## config.mk

```make
export PLATFORM = sky130hd
export DESIGN_NAME = mem_access_ctrl
export DESIGN_NICKNAME = d
export VERILOG_FILES = /design/src/rtl/mem_access_ctrl.sv
export SDC_FILE = /design/constraint.sdc
export NUM_CORES = 1
export LEC_CHECK = 0
export ABC_AREA = 1
export CAP_MARGIN = 20
export CORE_ASPECT_RATIO = 1.75
export CORE_UTILIZATION = 44
export DETAILED_ROUTE_END_ITERATION = 8
export PLACE_DENSITY = 0.92
export SYNTH_ARGS = -nofsm -noshare
export SYNTH_HDL_FRONTEND = slang
export SYNTH_SLANG_ARGS = --single-unit
```

## constraint.sdc

```tcl
create_clock -name clk -period 2 [get_ports clk]
set_clock_uncertainty 0.15 [all_clocks]
set_input_delay 0.3 -clock clk [delete_from_list [all_inputs] [get_ports clk]]
set_output_delay 0.3 -clock clk [all_outputs]
set_load 0.03 [all_outputs]
```

## src/rtl/mem_access_ctrl.sv

```systemverilog
// Initiator-side controller for the synchronous data RAM: accepts one read/write
// request at a time, sequences the RAM strobes, waits out read latency, returns a done pulse.
module mem_access_ctrl #(
  parameter int unsigned ADDR_W   = 9,
  parameter int unsigned DATA_W   = 32,
  parameter int unsigned READ_LAT = 1
) (
  input  logic              clk,
  input  logic              clear,
  input  logic              req_valid,
  output logic              req_ready,
  input  logic              req_we,
  input  logic [ADDR_W-1:0] req_addr,
  input  logic [DATA_W-1:0] req_wdata,
  output logic              resp_done,
  output logic [DATA_W-1:0] resp_rdata,
  output logic              ram_read,
  output logic              ram_write,
  output logic [ADDR_W-1:0] ram_address,
  output logic [DATA_W-1:0] ram_data_in,
  input  logic [DATA_W-1:0] ram_data_out
);

  typedef enum logic [2:0] {
    IDLE,
    STROBE,
    WAIT,
    CAPTURE,
    DONE
  } state_e;

  localparam int unsigned CNT_W = 3;
  // WAIT spans READ_LAT-1 cycles, so the counter starts at READ_LAT-2 and exits at 0
  localparam logic [CNT_W-1:0] CNT_LOAD = (READ_LAT >= 2) ? CNT_W'(READ_LAT - 2) : '0;

  state_e              state_q, state_d;
  logic [ADDR_W-1:0]   mar_q, mar_d;
  logic [DATA_W-1:0]   mdr_q, mdr_d;
  logic                we_q, we_d;
  logic [CNT_W-1:0]    cnt_q, cnt_d;
  logic [DATA_W-1:0]   rdata_q, rdata_d;

  always_ff @(posedge clk or negedge clear) begin
    if (!clear) begin
      state_q <= IDLE;
      mar_q   <= '0;
      mdr_q   <= '0;
      we_q    <= 1'b0;
      cnt_q   <= '0;
      rdata_q <= '0;
    end else begin
      state_q <= state_d;
      mar_q   <= mar_d;
      mdr_q   <= mdr_d;
      we_q    <= we_d;
      cnt_q   <= cnt_d;
      rdata_q <= rdata_d;
    end
  end

  always_comb begin
    state_d = state_q;
    mar_d   = mar_q;
    mdr_d   = mdr_q;
    we_d    = we_q;
    cnt_d   = cnt_q;
    rdata_d = rdata_q;
    unique case (state_q)
      IDLE: begin
        if (req_valid) begin
          mar_d   = req_addr;
          mdr_d   = req_wdata;
          we_d    = req_we;
          state_d = STROBE;
        end
      end
      STROBE: begin
        if (we_q) begin
          state_d = DONE;
        end else if (READ_LAT == 1) begin
          state_d = CAPTURE;
        end else begin
          cnt_d   = CNT_LOAD;
          state_d = WAIT;
        end
      end
      WAIT: begin
        if (cnt_q == '0) begin
          state_d = CAPTURE;
        end else begin
          cnt_d = cnt_q - 1'b1;
        end
      end
      CAPTURE: begin
        rdata_d = ram_data_out;
        state_d = DONE;
      end
      DONE: begin
        state_d = IDLE;
      end
      default: begin
        state_d = IDLE;
      end
    endcase
  end

  assign req_ready   = (state_q == IDLE);
  assign resp_done   = (state_q == DONE);
  assign ram_write   = (state_q == STROBE) &&  we_q;
  assign ram_read    = (state_q == STROBE) && !we_q;
  assign ram_address = mar_q;
  assign ram_data_in = mdr_q;
  assign resp_rdata  = rdata_q;

endmodule

```

; Word-level counts from Yosys, hierarchy flattened
; Cells that the tools add are included.
[word_totals]
register_bits = 80
out_inout_bits = 77
wordCells = 26
[op_classes]
add_sub_neg = 1
eq_ne = 6
muxes = 4
bitwise_logic = 1
n_reduce_logical = 8
[ops]
columns = operator, n
row1 = $pmux 3 s4, 1
row2 = $mux 3, 3
row3 = $eq 3x2->1 const B, 2
row4 = $logic_not 3->1, 2
row5 = $reduce_and 2->1, 3
row6 = $ne 2x2->1 const B, 2
row7 = $eq 3x1->1 const B, 1
row8 = $eq 3x3->1 const B, 1
row9 = $sub 3x1->3 const B, 1
row10 = $logic_and 1x1->1, 2
row11 = $logic_not 1->1, 1
row12 = $not 1->1, 1

; Depth between registers and ports, before layout
; Gate-level depths: netlist of the first run.
[logic_depth]
word_depth = 3
ltp_mapped = 7

; Least setup slack after synthesis of the first run
; Ideal clock, no wire load.
[synth_path]
path_type = flip-flop to output port
start = register state_q[1]
end = output req_ready
arrival_time_ns = 1.128
t_required_ns = 1.550
setup_slack_ns = 0.422
path_stages_with_launch = 4
n_path_buf = 2
cell_sequence = dfrtp_1 > buf_4 > clkbuf_1 > nor2_1
[synth_between]
elab_chain_cells = 1
[synth_lines]
columns = element, line_no
row1 = start: declaration, 36  ; state_e state_q, state_d;
row2 = start signal: assignment, 52  ; state_q <= state_d;
row3 = $logic_not 3->1, 107  ; assign req_ready = (state_q == IDLE);
row4 = end: declaration, 11  ; output logic req_ready,
; Every way passes these cells.

; Final worst setup path of the first run
[layout_path]
start = register state_q[2]
end = output ram_write
[layout_between]
elab_chain_cells = 2
[layout_lines]
columns = element, line_no
row1 = $eq 3x1->1, 109  ; assign ram_write = (state_q == STROBE) && we_q;
row2 = $logic_and 1x1->1, 109
row3 = end: declaration, 18  ; output logic ram_write,
; Every way passes these cells.

==> flow_summary_export.csv, run 1 <==
group,metric,value,unit
timing,setup_tns,0,ns
final_layout,most-common-layout-cells,"148 x clkdlybuf4s50_1, 111 x nand2_1, 80 x dfrtp_1",
synthesis,synth_area,0.00333,sq mm
die,boundaryPins,154,
timing,min_period,1.97,ns
power,p_sw,0.00397,W
final_layout,drive_above_1_share,10.5,%
power,leakagePower,2.61,nW
synthesis,synth_cell_types,19,
power,p_int,0.00550,W
setup_path,reg2reg_setup_slack,0.32,ns
global_route,grt_max_degree,85,
setup_path,cp_max_fo,17,
setup_path,worstSetupPathType,"flop to primary output",
power,peakVddDrop,1070,uV
global_route,grt_pass1_vias,2884,
global_route,grt.overflow.total,0,
power,p_per_area,1790,mW/mm^2
die,die_area,0.00793,sq mm
timing,rsz0062_at_grt,"true",
route,ant_nets,0,
setup_path,cp-start-kind,"flop",
power,clockPowerShare,18.3,%
timing,timing.slew.headroom,74.0,%
synthesis,synthCells,354,
place,routabilityCongestion,0.780,
final_layout,n_antenna_cell,0,
clock_network,numCtsBuffers,9,
place,dpl.hpwl,6230,microns
clock_network,clockRootBuffer,"clkbuf_16",
die,core-area,0.00728,sq mm
setup_path,cp.required,1.55,ns
route,wl_met3,796,microns
power,power_frac_comb,52.0,%
die,std_cell_rows,41,
route,via_per_inst,4.85,
route,first_pass_iters,4,
worst_hold_path,hp-class,"input pin to asynchronous set/reset pin",
clock_network,cts_tree,"yes",
clock_network,cts_setup_buffers,0,
setup_path,reg2reg_to,"resp_rdata[16]$_DFFE_PN0P_",
power,share_seq_of_total_power,29.7,%
route,wl,8580,microns
synthesis,syn-num-nets,433,
global_route,antenna_found_initial,0,
timing,drv_slew,0,
setup_path,timing.rr.start,"state_q[1]$_DFFE_PN0P_",
synthesis,synth_top_area_cell,"dfrtp_1",
timing,setup_viol,0,
place,port_buffers,153,
synthesis,synth.area.top_cells,"dfrtp_1 60%, nand2_1 13%, o21ai_2 5.8%",
route,drtIter0Drc,233,
global_route,grt_pass1_wl,13200,microns
final_layout,final_common_cell,"clkdlybuf4s50_1",
synthesis,synth_top_area_share,60.2,%
die,start_util,45.7,%
clock_network,clockBufferDepth,2,
timing,hold_viol,0,
timing,fmax,508,MHz
clock_network,cts_max_level,3,
route,dr_wl_met2,4430,microns
power,p_sw_share,41.9,%
setup_path,critPathArrivalTime,1.52,ns
route,num_vias,2906,
route,m1WireLength,3040,microns
route,routedWlPerCell,14.3,microns
setup_path,endpoint_kind,"primary output",
flow_run,maxCapViolCount,0,
clock_network,clock_latency,0.32,ns
clock_network,clock_sinks,80,
synthesis,synth-seq-cells,80,
synthesis,ys_seq_area_share,60.2,%
final_layout,final_util,72.6,%
synthesis,ys_warn_count,0,
setup_path,ff2ff_path_depth,5,
timing,period_share,98.4,%
synthesis,avgSynthCellArea,9.40,sq um
final_layout,nets,588,
clock_network,clkSlewWorstSetupHoldPaths,0.06,ns
status,status,"finished, final reports clean",
timing,worst_slew_pin_slew,0.390,ns
final_layout,areaGrowthSynthToFinish,59.0,%
route,top_layer,"met4",
die,die_h,117,microns
global_route,grt_usage,22.9,%
route,drc,0,
die,die_x,67.7,microns
==> what timing repair did <==
item,CTS,global route
resized for setup,6,2
cloned,0,1
endpoints found under the hold margin,26,0
setup endpoints to repair,4,2
hold buffers,1,0
==> state kept, by name, indices dropped and copies added (netlist names) <==
signal       count
we_q             1
resp_rdata      32
ram_address      9
state_q          3
ram_data_in     32
cnt_q            3
==> power groups by stage <==
| stage | sequential (W) | clock (W) | combinational, W |
|---|---|---|---|
| final | 0.00281 | 0.00173 | 0.00492 |
| after global routing | 0.00290 | 0.00183 | 0.00527 |
| after CTS | 0.00282 | 0.00177 | 0.00490 |
| after detailed placement | 0.00282 | 0 | 0.00485 |
| after global placement | 0.00277 | 0 | 0.00471 |
| after floorplan | 0.00418 | 0 | 0.00146 |
==> critical path: stages, from the launching register on <==
cell     delay (ns)
dfrtp_1        0.45
nor2_4         0.20
buf_12         0.17
nand2_1        0.08
nor2_1         0.11
buf_4          0.18
==> cell usage after synthesis <==
cell	n
nor2_1	3
inv_1	50
dfrtp_1	80
inv_2	2
o21ai_2	22
nand3_2	1
nand2_1	111
a21oi_1	1
clkbuf_1	4
o21ai_1	19
xor2_1	1
buf_6	7
nand3_1	35
buf_2	7
nor2_4	2
ha_1	2
o21ai_0	5
buf_4	1
nand2_2	1
==> routing by layer <==
layer | up-vias | GRT usage, %
li1 | 1402 | -
met1 | 1340 | 23.9
met2 | 136 | 38.2
met3 | 28 | 9.11
met4 | 0 | 12.3
met5 | - | 0
==> cell type report <==
class	count	area [sq um]
clock buffers	12	256
well taps	86	108
inverters	52	195
flip-flops and latches	80	2000
repair buffers	163	1660
clock inverters	3	65.1
fillers	533	1990
multi-input cells	203	1000
==> per-stage QoR <==
step / setup slack [ns] / instances / hold slack (ns) / power (W) / area [sq um]
after floorplan: 0.422 / 354 / -0.146 / 0.00564 / 3330
after global placement: 0.180 / 582 / 0.100 / 0.00748 / 4930
after detailed placement: 0.137 / 582 / 0.106 / 0.00767 / 4930
after CTS: 0.0200 / 598 / 0.295 / 0.00949 / 5270
after global routing: -0.0473 / 599 / 0.329 / 0.0100 / 5290
final: 0.0325 / 599 / 0.298 / 0.00946 / 5290
==> cell families (layout without fill, tap and decap cells) <==
| family | Yosys count | count (layout) | synth area share (%) |
|---|---|---|---|
| DFF | 80 | 80 | 60.2 |
| buffers and inverters | 71 | 230 | 9.97 |
| adders and majority gates | 2 | 2 | 0.752 |
| xor gates and xnor gates | 1 | 1 | 0.263 |
| and+or+nand+nor | 153 | 153 | 19.3 |
| AOI/OAI and AO/OA | 47 | 47 | 9.55 |
==> worst max path at each step <==
stage,start,end,slack [ns],depth (start not counted)
finish,state_q[2]$_DFFE_PN0P_,ram_write,0.03,5
detailed placement,state_q[1]$_DFFE_PN0P_,ram_read,0.14,4
floorplan,state_q[1]$_DFFE_PN0P_,req_ready,0.42,3
global placement,state_q[1]$_DFFE_PN0P_,ram_read,0.18,4
CTS,state_q[2]$_DFFE_PN0P_,ram_read,0.02,4
global route,state_q[2]$_DFFE_PN0P_,ram_write,-0.05,5
Power figures use the tool's default switching activity.
==> run 2: changes to the inputs <==
--- a/config.mk
+++ b/config.mk
@@ -9,6 +9,7 @@
 export CAP_MARGIN = 20
 export CORE_ASPECT_RATIO = 1.75
 export CORE_UTILIZATION = 44
+export CTS_BUF_LIST = sky130_fd_sc_hd__clkbuf_4 sky130_fd_sc_hd__clkbuf_8 sky130_fd_sc_hd__clkbuf_16
 export DETAILED_ROUTE_END_ITERATION = 8
 export PLACE_DENSITY = 0.92
 export SYNTH_ARGS = -nofsm -noshare
==> run 2 against run 1 <==
Count of clock-buffer cells in the layout did not move. Sequential share of layout area barely moved. Sequential power barely moved. Critical endpoint unchanged. Core utilization rose by 0.052 points. Clock power barely moved. Highest routed layer unchanged. Register-to-register slack barely moved. Sequential cell count did not move. Design area barely moved. Worst hold slack improved by 0.00056 ns.
==> flow_summary_export.csv, run 2 (same netlist as run 1, synthesis figures left out) <==
group,metric,value,unit
global_route,grt_pass1_vias,2881,
power,p_per_area,1790,mW/mm^2
final_layout,finalInstanceArea,0.00530,sq mm
timing,setup_tns,0,ns
setup_path,critPathArrivalTime,1.52,ns
global_route,use_met3,9.11,%
timing,rsz0062_at_grt,"true",
timing,hold_viol,0,
route,ant_nets,0,
route,routedWlPerCell,14.3,microns
die,std_cell_rows,41,
final_layout,most-common-layout-cells,"148 x clkdlybuf4s50_1, 111 x nand2_1, 80 x dfrtp_1",
clock_network,clkSlewWorstSetupHoldPaths,0.06,ns
clock_network,clockBufferDepth,2,
place,port_buffers,153,
global_route,grtUsageMet1,23.9,%
place,dpl.hpwl,6230,microns
setup_path,worstSetupPathType,"flop to primary output",
timing,setup_viol,0,
global_route,grt_pass1_wl,13200,microns
place,routabilityCongestion,0.780,
global_route,grt_max_degree,85,
die,start_util,45.7,%
timing,fin_hold_ws,0.299,ns
die,boundaryPins,154,
power,peakVddDrop,1070,uV
global_route,grt_usage,22.8,%
route,via_per_inst,4.86,
die,core-area,0.00728,sq mm
final_layout,areaGrowthSynthToFinish,59.2,%
power,leakagePower,2.61,nW
timing,min_period,1.97,ns
clock_network,clockRootBuffer,"clkbuf_16",
clock_network,numCtsBuffers,9,
clock_network,cts_tree,"yes",
final_layout,n_antenna_cell,0,
flow_run,maxCapViolCount,0,
setup_path,endpoint_kind,"primary output",
route,num_vias,2909,
clock_network,clock_sinks,80,
route,drc,0,
timing,fmax,508,MHz
die,die_area,0.00793,sq mm
final_layout,fillers,531,
power,fin_total_pwr,0.00948,W
route,first_pass_iters,4,
route,drtIter0Drc,239,
route,wl,8570,microns
clock_network,cts_setup_buffers,0,
timing,timing.slew.headroom,74.1,%
final_layout,nets,588,
global_route,grt.overflow.total,0,
global_route,antenna_found_initial,0,
clock_network,clock_latency,0.32,ns
timing,drv_slew,0,
global_route,use_met2,38.0,%
worst_hold_path,hp-class,"input pin to asynchronous set/reset pin",
final_layout,drive_above_1_share,10.7,%
global_route,top_usage_layer,"met2",
die,die_x,67.7,microns
die,die_h,117,microns
status,status,"finished, final reports clean",
setup_path,cp.required,1.55,ns
timing,period_share,98.3,%
place,dpl_cell_area,0.00493,sq mm
setup_path,cp_max_fo,17,
setup_path,cp-start-kind,"flop",
final_layout,final_common_cell,"clkdlybuf4s50_1",
timing,worst_slew_pin_slew,0.389,ns
clock_network,cts_max_level,3,
run 2: cell types whose count changed in the layout (fill, tap and decap cells not counted):
| cell | previous run | this run |
|---|---|---|
| clkbuf_1 | 1 | 0 |
| clkbuf_4 | 0 | 1 |
run 2: worst max-delay path: stages (launching register included):
cell	delay, ns
dfrtp_1	0.45
nor2_4	0.20
buf_12	0.17
nand2_1	0.08
nor2_1	0.11
buf_4	0.18
run 2: repair_timing:
item,4_1_cts,5_1_grt
pin swaps,0,0
setup endpoints to repair,4,2
gates cloned,0,1
hold buffers,1,0
hold endpoints to repair,26,0
gates resized for setup,6,2
run 2: report_power, final:
part / total (W) / internal [W] / switching, W / leakage, nW
registers: 0.00281 / 0.00237 / 0.000441 / 0.995
logic: 0.00492 / 0.00197 / 0.00295 / 1.45
clock network: 0.00174 / 0.00116 / 0.000580 / 0.162
run 2: final timing paths:
check	from	to	slack, ns	cells after the start
setup / recovery	state_q[2]$_DFFE_PN0P_	ram_write	0.03	5
hold / removal	clear	ram_data_in[0]$_DFFE_PN0P_	0.30	2
setup reg to reg	state_q[1]$_DFFE_PN0P_	resp_rdata[16]$_DFFE_PN0P_	0.32	5
hold reg to reg	resp_rdata[28]$_DFFE_PN0P_	resp_rdata[28]$_DFFE_PN0P_	0.32	2
max in group asynchronous	clear	ram_data_in[12]$_DFFE_PN0P_	0.86	3
min in group clk	resp_rdata[28]$_DFFE_PN0P_	resp_rdata[28]$_DFFE_PN0P_	0.32	2
run 2: final cells by class:
| cell class | count | area (sq um) | area share (%) |
|---|---|---|---|
| inverters | 52 | 195 | 3.69 |
| flip-flops and latches | 80 | 2000 | 37.8 |
| multi-input cells | 203 | 1000 | 18.9 |
| well taps | 86 | 108 | 2.03 |
| clock buffers | 12 | 260 | 4.91 |
| clock inverters | 3 | 65.1 | 1.23 |
| repair buffers | 163 | 1660 | 31.4 |
run 2: stage by stage:
step                setup WS [ns]  util, %  cells
detailed placement          0.137     67.7    582
global placement            0.180     67.7    582
global route              -0.0473     72.7    599
CTS                        0.0200     72.4    598
floorplan                   0.422        -    354
finish                     0.0330     72.7    599
run 2: routing by layer:
layer / up-vias / part of all wire (%)
met4: 0 / 3.7
met2: 137 / 51
met3: 26 / 9.1
met5: - / 0
li1: 1401 / -
met1: 1345 / 36
